===== config.mk =====
export PLATFORM = sky130hd
export DESIGN_NAME = paralelo_serial_flat
export DESIGN_NICKNAME = d
export VERILOG_FILES = /design/src/rtl/paralelo_serial_pkg.sv /design/src/rtl/paralelo_serial_if.sv /design/src/rtl/paralelo_serial_shift8.sv /design/src/rtl/paralelo_serial.sv /design/src/flat_wrapper.sv
export SDC_FILE = /design/constraint.sdc
export NUM_CORES = 1
export LEC_CHECK = 0
export ABC_AREA = 0
export CAP_MARGIN = 25
export CORE_UTILIZATION = 55
export CTS_CLUSTER_DIAMETER = 200
export CTS_CLUSTER_SIZE = 12
export DETAILED_ROUTE_END_ITERATION = 12
export GPL_TIMING_DRIVEN = 0
export PLACE_DENSITY = 0.81
export SETUP_SLACK_MARGIN = 0.15
export SYNTH_ARGS = -nofsm -noshare
export SYNTH_HDL_FRONTEND = slang
export SYNTH_SLANG_ARGS = --single-unit

===== constraint.sdc =====
create_clock -name clk_32f -period 4 [get_ports clk_32f]
set_input_delay 0.6 -clock clk_32f [delete_from_list [all_inputs] [get_ports clk_32f]]
set_output_delay 0.6 -clock clk_32f [all_outputs]
set_load 0.02 [all_outputs]

===== src/rtl/paralelo_serial_pkg.sv =====
// Shared constants and types for the serial link transmit/receive pair.
// The receiver uses the same COM/IDLE symbols to lock and to strip filler.
package ps_pkg;

    localparam logic [7:0] COM_SYMBOL  = 8'hBC;
    localparam logic [7:0] IDLE_SYMBOL = 8'h7C;

    typedef enum logic {
        SYNC,
        ACTIVE
    } ps_state_e;

endpackage


===== src/rtl/paralelo_serial_if.sv =====
// Byte-side handshake and serial-side outputs of the transmitter.
// The master is the byte producer; the slave is paralelo_serial.
interface paralelo_serial_if;

    logic [7:0] data_in;
    logic       valid_in;
    logic       in_ready;
    logic       data_out;
    logic       sym_start;
    logic       active_out;

    modport master (
        output data_in,
        output valid_in,
        input  in_ready,
        input  data_out,
        input  sym_start,
        input  active_out
    );

    modport slave (
        input  data_in,
        input  valid_in,
        output in_ready,
        output data_out,
        output sym_start,
        output active_out
    );

endinterface


===== src/rtl/paralelo_serial_shift8.sv =====
// 8-bit MSB-first load/shift register with its bit counter.
// load is high on the last bit of a symbol, so the next edge loads a new one.
module ps_shift8 (
    input  logic       clk,
    input  logic       reset,
    input  logic [7:0] next_sym,
    output logic       load,
    output logic       msb,
    output logic [2:0] bit_cnt
);

    logic [7:0] shreg_q;
    logic [2:0] bit_cnt_q;

    assign load    = (bit_cnt_q == 3'd7);
    assign msb     = shreg_q[7];
    assign bit_cnt = bit_cnt_q;

    // bit_cnt resets to 7 so the very first edge out of reset is a load edge.
    always_ff @(posedge clk) begin
        if (reset) begin
            shreg_q   <= '0;
            bit_cnt_q <= 3'd7;
        end else if (load) begin
            shreg_q   <= next_sym;
            bit_cnt_q <= 3'd0;
        end else begin
            shreg_q   <= {shreg_q[6:0], 1'b0};
            bit_cnt_q <= bit_cnt_q + 3'd1;
        end
    end

endmodule


===== src/rtl/paralelo_serial.sv =====
// Parallel-to-serial transmitter: COM run after reset for receiver lock,
// then one data byte or IDLE per 8-cycle slot through a one-deep holding register.
module paralelo_serial
    import ps_pkg::*;
#(
    parameter int unsigned SYNC_COUNT  = 4,
    parameter logic [7:0]  COM_SYMBOL  = ps_pkg::COM_SYMBOL,
    parameter logic [7:0]  IDLE_SYMBOL = ps_pkg::IDLE_SYMBOL
) (
    input  logic               clk_32f,
    input  logic               reset,
    paralelo_serial_if.slave   bus
);

    localparam int unsigned SyncW = (SYNC_COUNT > 0) ? $clog2(SYNC_COUNT + 1) : 1;
    localparam logic [SyncW-1:0] SyncMax = SyncW'(SYNC_COUNT);

    ps_state_e        state_q;
    logic [SyncW-1:0] sync_cnt_q;
    logic [7:0]       hold_reg_q;
    logic             hold_valid_q;

    logic       load;
    logic       msb;
    logic [2:0] bit_cnt;
    logic [7:0] next_sym;
    logic       sync_phase;
    logic       in_ready;
    logic       xfer;

    assign sync_phase = (state_q == SYNC) && (sync_cnt_q < SyncMax);
    assign in_ready   = (state_q == ACTIVE) && !hold_valid_q;
    assign xfer       = bus.valid_in && in_ready;

    always_comb begin
        next_sym = IDLE_SYMBOL;
        if (sync_phase) begin
            next_sym = COM_SYMBOL;
        end else if (hold_valid_q) begin
            next_sym = hold_reg_q;
        end
    end

    // A byte accepted on a load edge lands in hold_reg; that slot stays IDLE.
    always_ff @(posedge clk_32f) begin
        if (reset) begin
            state_q      <= SYNC;
            sync_cnt_q   <= '0;
            hold_valid_q <= 1'b0;
        end else begin
            if (load) begin
                if (sync_phase) begin
                    sync_cnt_q <= sync_cnt_q + 1'b1;
                end else begin
                    state_q      <= ACTIVE;
                    hold_valid_q <= 1'b0;
                end
            end
            if (xfer) begin
                hold_reg_q   <= bus.data_in;
                hold_valid_q <= 1'b1;
            end
        end
    end

    ps_shift8 u_shift8 (
        .clk      (clk_32f),
        .reset    (reset),
        .next_sym (next_sym),
        .load     (load),
        .msb      (msb),
        .bit_cnt  (bit_cnt)
    );

    assign bus.data_out   = msb;
    assign bus.in_ready   = in_ready;
    assign bus.active_out = (state_q == ACTIVE);
    assign bus.sym_start  = (bit_cnt == 3'd0) && ((state_q == ACTIVE) || (sync_cnt_q != '0));

endmodule

===== src/flat_wrapper.sv =====
// flat-port wrapper written by rule: the top's interface ports become plain ports
module paralelo_serial_flat import ps_pkg::*;
#(
    parameter int unsigned SYNC_COUNT  = 4,
    parameter logic [7:0]  COM_SYMBOL  = ps_pkg::COM_SYMBOL,
    parameter logic [7:0]  IDLE_SYMBOL = ps_pkg::IDLE_SYMBOL
)
  (clk_32f, reset, bus_data_in, bus_valid_in, bus_in_ready, bus_data_out, bus_sym_start, bus_active_out);
  paralelo_serial_if bus_i ();
  input  logic clk_32f;
  input  logic reset;
  input wire logic [$bits(bus_i.data_in)-1:0] bus_data_in;
  input wire logic [$bits(bus_i.valid_in)-1:0] bus_valid_in;
  output wire logic [$bits(bus_i.in_ready)-1:0] bus_in_ready;
  output wire logic [$bits(bus_i.data_out)-1:0] bus_data_out;
  output wire logic [$bits(bus_i.sym_start)-1:0] bus_sym_start;
  output wire logic [$bits(bus_i.active_out)-1:0] bus_active_out;
  assign bus_i.data_in = bus_data_in;
  assign bus_i.valid_in = bus_valid_in;
  assign bus_in_ready = bus_i.in_ready;
  assign bus_data_out = bus_i.data_out;
  assign bus_sym_start = bus_i.sym_start;
  assign bus_active_out = bus_i.active_out;
  paralelo_serial #(.SYNC_COUNT(SYNC_COUNT), .COM_SYMBOL(COM_SYMBOL), .IDLE_SYMBOL(IDLE_SYMBOL)) u_core (.clk_32f(clk_32f), .reset(reset), .bus(bus_i));
endmodule

==> Word-level counts from Yosys, hierarchy flattened <==
Index checks and enable logic that the tools add are counted.
W data, S select, Z words.
{ "totals": {"wordCells": 38, "input_bits": 11, "reg_bits": 24, "output_inout_bits": 4} }
{ "classes": {"addsub": 2, "mux": 7, "eq_ne": 2, "bitwise": 5, "n_lt_le_gt_ge": 1, "reduce_logical": 14} }
{ "op_table": {"columns": ["op", "n"], "rows": [
  ["$mux W8", 3],
  ["$reduce_and A2 Y1", 4],
  ["$add A3 B1 Y3 const B", 2],
  ["$not A1 Y1", 5],
  ["$logic_and A1 B1 Y1", 4],
  ["$reduce_or A4 Y1", 1],
  ["$eq A3 B3 Y1 const B", 1],
  ["$logic_not A3 Y1", 1],
  ["$lt A3 B3 Y1 const B", 1],
  ["$mux W1", 3],
  ["$mux W3", 1],
  ["$reduce_bool A3 Y1", 1],
  ["$ne A2 B2 Y1 const B", 1],
  ["$reduce_bool A2 Y1", 1],
  ["$logic_not A1 Y1", 1],
  ["$logic_or A1 B1 Y1", 1]
]} }

==> Logic depth before layout (Yosys ltp) <==
{ "depth": {"depth_word": 5, "mapped_depth": 5, "mapped_depth_nobuf": 4} }

==> By module <==
A second synthesis with hierarchy kept.
{ "unflattened": {"hier_cells": 81, "hier_area_um2": 980.9} }
{ "modules_own_cells": {"columns": ["mod", "cells_each", "seq_area_each_um2", "instances", "area_each_um2"], "rows": [
  ["paralelo_serial", 47, 340.3, 1, 575.6],
  ["ps_shift8", 34, 220.2, 1, 405.4]
]} }

==> Least setup slack after synthesis <==
OpenSTA, ideal clock, no wires.
{ "synth_path": {"path_kind": "reg-to-output", "startpoint": "reg u_core.state_q (netlist: u_core.bus.active_out)", "endpoint": "out bus_sym_start", "path_buffers": 1, "path_stages_with_launch": 4, "arrival_ns": 1.022, "path_slack_ns": 2.378, "path_cell_list": "dfxtp_1 > buf_6 > nor2_1 > a21oi_1"} }
{ "synth_between": {"elab_chain_cells": 2} }
{ "synth_rtl": {"columns": ["item", "line_no", "source"], "rows": [
  ["start, declared", "paralelo_serial.sv:18", "ps_state_e state_q;"],
  ["start signal, assigned", "paralelo_serial.sv:47", "state_q <= SYNC;"],
  ["start signal, assigned", "paralelo_serial.sv:55", "state_q <= ACTIVE;"],
  ["$logic_or A1 B1 Y1", "paralelo_serial.sv:78", "assign bus.sym_start = (bit_cnt == 3'd0) && ((state_q == ACTIVE) || (sync_cnt_q != '0));"],
  ["$logic_and A1 B1 Y1", "paralelo_serial.sv:78", null],
  ["end, declared", "flat_wrapper.sv:16", "output wire logic [$bits(bus_i.sym_start)-1:0] bus_sym_start;"]
]} }
No other way between the ends.

==> Final worst setup path <==
{ "layout_path": {"startpoint": "reg u_core.sync_cnt_q[0]", "endpoint": "out bus_sym_start"} }
{ "layout_between": {"elab_chain_cells": 3} }
{ "layout_rtl": {"columns": ["item", "line_no", "source"], "rows": [
  ["start, declared", "paralelo_serial.sv:19", "logic [SyncW-1:0] sync_cnt_q;"],
  ["start signal, assigned", "paralelo_serial.sv:53", "sync_cnt_q <= sync_cnt_q + 1'b1;"],
  ["$reduce_bool A3 Y1", "paralelo_serial.sv:78", null],
  ["$logic_or A1 B1 Y1", "paralelo_serial.sv:78", null],
  ["$logic_and A1 B1 Y1", "paralelo_serial.sv:78", null]
]} }
No other way between the ends.

==> run metrics <==
outcome completed; max-slew violation count 0; wire per inst 13.0 µm; Tcrit/Tclk final ~57%; row count 14; final instance area ~1200 µm²; final WL between 1.5 and 2 mm; clock buffer count from CTS 3; Setup Fix Bufs, Post-CTS 0; share of cells above drive strength 1 13.1%; register bit total from synthesis 24; ratio of routed vias to standard cells 5.12; Synth top area share 32.4%; count leader, synth dfxtp_1; Reg clk slew, reported paths 0.12 ns; global-route wire length before repair between 2 and 3 mm; CTS Root Cell clkbuf_4; Port Buf Inserts 14; Synth Area in Simple Gates 14.3%; crit-path cells inv_1 > ha_1 > a21oi_1 > clkdlybuf4s50_1; via count 630; min Tclk post-route 2.27 ns; nets@finish 116; clock sinks 24; Lkg Pwr between 0.4 and 0.5 nW; # setup viols final 0; initial antenna violation count 0; Main synth FF type dfxtp_1; R2R cell count 4; critical path fanouts, max 4; Die ar. 1970 µm²; Min-Delay Path Depth 2; largest family of logic cells by synthesized area simple AND/OR/NAND/NOR gates; Syn Std Cell Area about 1000 µm²; number of antenna diodes 0; Max clock buf depth 2; dominant cells by area after synthesis dfxtp_1 (32%), edfxtp_1 (24%), ha_1 (6.3%), a211oi_2 (5.1%), inv_1 (3.8%); DRT iter0 DRCs 4; GRT Residual Overflow 0; area grow syn2layout 19.9%; max cap viols 0; leading area contributor after synthesis dfxtp_1; Worst-Margin Slew 0.441 ns; library cells used by synthesis 27; mux share of post-synthesis cell area 2.15%; H-tree Lvls 1; yosys warns 0; Worst Path Required 3.40 ns; Worst path max stage delay 0.61 ns; Worst Path Arrival 1.67 ns; count of final hold-check violations 0; post-synthesis sequential area ratio 56.7%; number of global-route vias before repair 614; RSZ-0062 raised after global routing false; Syn Nets 97; Max Fclk 441 MHz; io pins 15; met2 WL 833 µm; die boundary height 44.4 µm; post-CTS sizing 0; setup TNS 0 ns; EDFF count, synth 8; fillers around 110; WL met3 50 µm; Post-synth top cells dfxtp_1 (16), inv_1 (10), edfxtp_1 (8); Adder-Cell Fraction of Synth Area 6.33%; worst relative slew slack 70.6%; CTS tree built; DP Wirelength 1.16 mm; syn avg cell area 12.2 µm²; initial core utilization 62.0%; WS Path Type reg -> out; cts hold-fix bufs 0; worst vdd ir 0.000310 V; Top Layer Used met4; startpoint class of the critical path flip-flop; DRC 0; DRT antenna net count 0; cell area power density 410 nW/µm²; GRT Total Usage 18.6%; Die W between 40 and 50 µm; post-synthesis async set-or-reset flop share 0%; Worst-Skew Late Latency roughly 0.30 ns; synthesized netlist cell count 81; Final Skew 0.000751 ns; length of the first detailed-routing pass in iterations 4; XOR/XNOR share of the synthesized area 0%; Worst path slowest cell clkdlybuf4s50_1; largest net degree at the start of global routing 14; core area 1590 µm²; M1 WL about 710 µm; Pwr Total 0.000486 W; path type of the worst min-delay path reg -> reg; Final GP Congestion 0.769; Critical Path Sink Type primary output; Compound-Gate Fraction of Synth Area 13.7%; Placed Instance Area 1160 µm²
[final timing paths]
| path | start | slack (ns) | endpoint |
|---|---|---|---|
| max | u_core.sync_cnt_q[0] | 1.73 | bus_sym_start |
| min | u_core.u_shift8.shreg_q[6] | 0.48 | u_core.u_shift8.shreg_q[7] |
| max reg2reg | u_core.u_shift8.bit_cnt[0] | 2.50 | u_core.sync_cnt_q[0] |
| min reg2reg | u_core.u_shift8.shreg_q[6] | 0.48 | u_core.u_shift8.shreg_q[7] |
[flip-flops by register name, summed over array words and instances, names as in the netlist]
| register | cells |
|---|---|
| u_core.u_shift8.shreg_q | 8 |
| u_core.sync_cnt_q | 3 |
| u_core.hold_valid_q | 1 |
| u_core.bus.active_out | 1 |
| u_core.u_shift8.bit_cnt | 3 |
| u_core.hold_reg_q | 8 |
[metal layers]
metal	global-route usage [%]	vias to the layer above
li1	-	311
met4	7.27	0
met2	33.5	13
met5	0	-
met3	3.67	2
met1	21.4	304
[placed cells by master (no fill, tap or decap)]
master           instances
dfxtp_1                 16
clkdlybuf4s50_1         14
inv_1                   10
edfxtp_1                 8
nor2_1                   7
ha_1                     5
a211oi_2                 4
nor2b_1                  3
nand2b_1                 3
clkbuf_4                 3
buf_6                    2
a21oi_1                  2
a31o_1                   2
o21a_1                   2
or2_1                    2
o21ai_1                  2
and4bb_1                 1
o211a_4                  1
buf_4                    1
nor3b_4                  1
mux2i_1                  1
mux2_2                   1
nor3b_1                  1
nand2_1                  1
a211oi_1                 1
and3_1                   1
nand3b_1                 1
or3b_1                   1
o31ai_1                  1
clkinv_1                 1
[metrics by stage]
stage                     setup WS [ns]  std cells  hold WS, ns  utilization [%]
after floorplan                    2.38         81        0.441                -
after global placement             1.87        119        0.453             72.7
after detailed placement           1.82        119        0.470             72.7
after CTS                          1.73        123        0.489             74.3
after global routing               1.64        123        0.510             74.3
final                              1.73        123        0.484             74.3
[critical path, delay by kind of cell (launching register included)]
| kind | cells | cell delay (ns) |
|---|---|---|
| AOI/OAI and AO/OA | 1 | 0.12 |
| adders and majority gates | 1 | 0.18 |
| buffers and inverters | 2 | 0.67 |
| DFF | 1 | 0.39 |
[area by class of cell]
class | count | area (µm²) | area share [%]
plain buffers | 3 | 30.0 | 2.53
clock buffers | 3 | 22.5 | 1.90
clock inverters | 1 | 3.75 | 0.317
inverters | 10 | 37.5 | 3.17
multi-input cells | 44 | 360 | 30.4
flip-flops and latches | 24 | 561 | 47.3
well taps | 24 | 30.0 | 2.53
repair buffers | 14 | 140 | 11.8
[report_power, final]
part / leakage, nW / internal, W / switching (W)
Sequential: 0.203 / 0.000274 / 0.0000118
Combinational: 0.257 / 0.0000525 / 0.0000446
Clock: 0.0154 / 0.0000364 / 0.0000667
Total: 0.476 / 0.000363 / 0.000123
[logic make-up (layout without fill, tap and decap cells)]
logic type,count (synthesis),count (layout)
AOI/OAI and AO/OA,15,15
adders and majority gates,5,5
buffers and inverters,13,31
DFF,24,24
muxes,2,2
and+or+nand+nor,22,22
(Power assumes the default switching activity.)
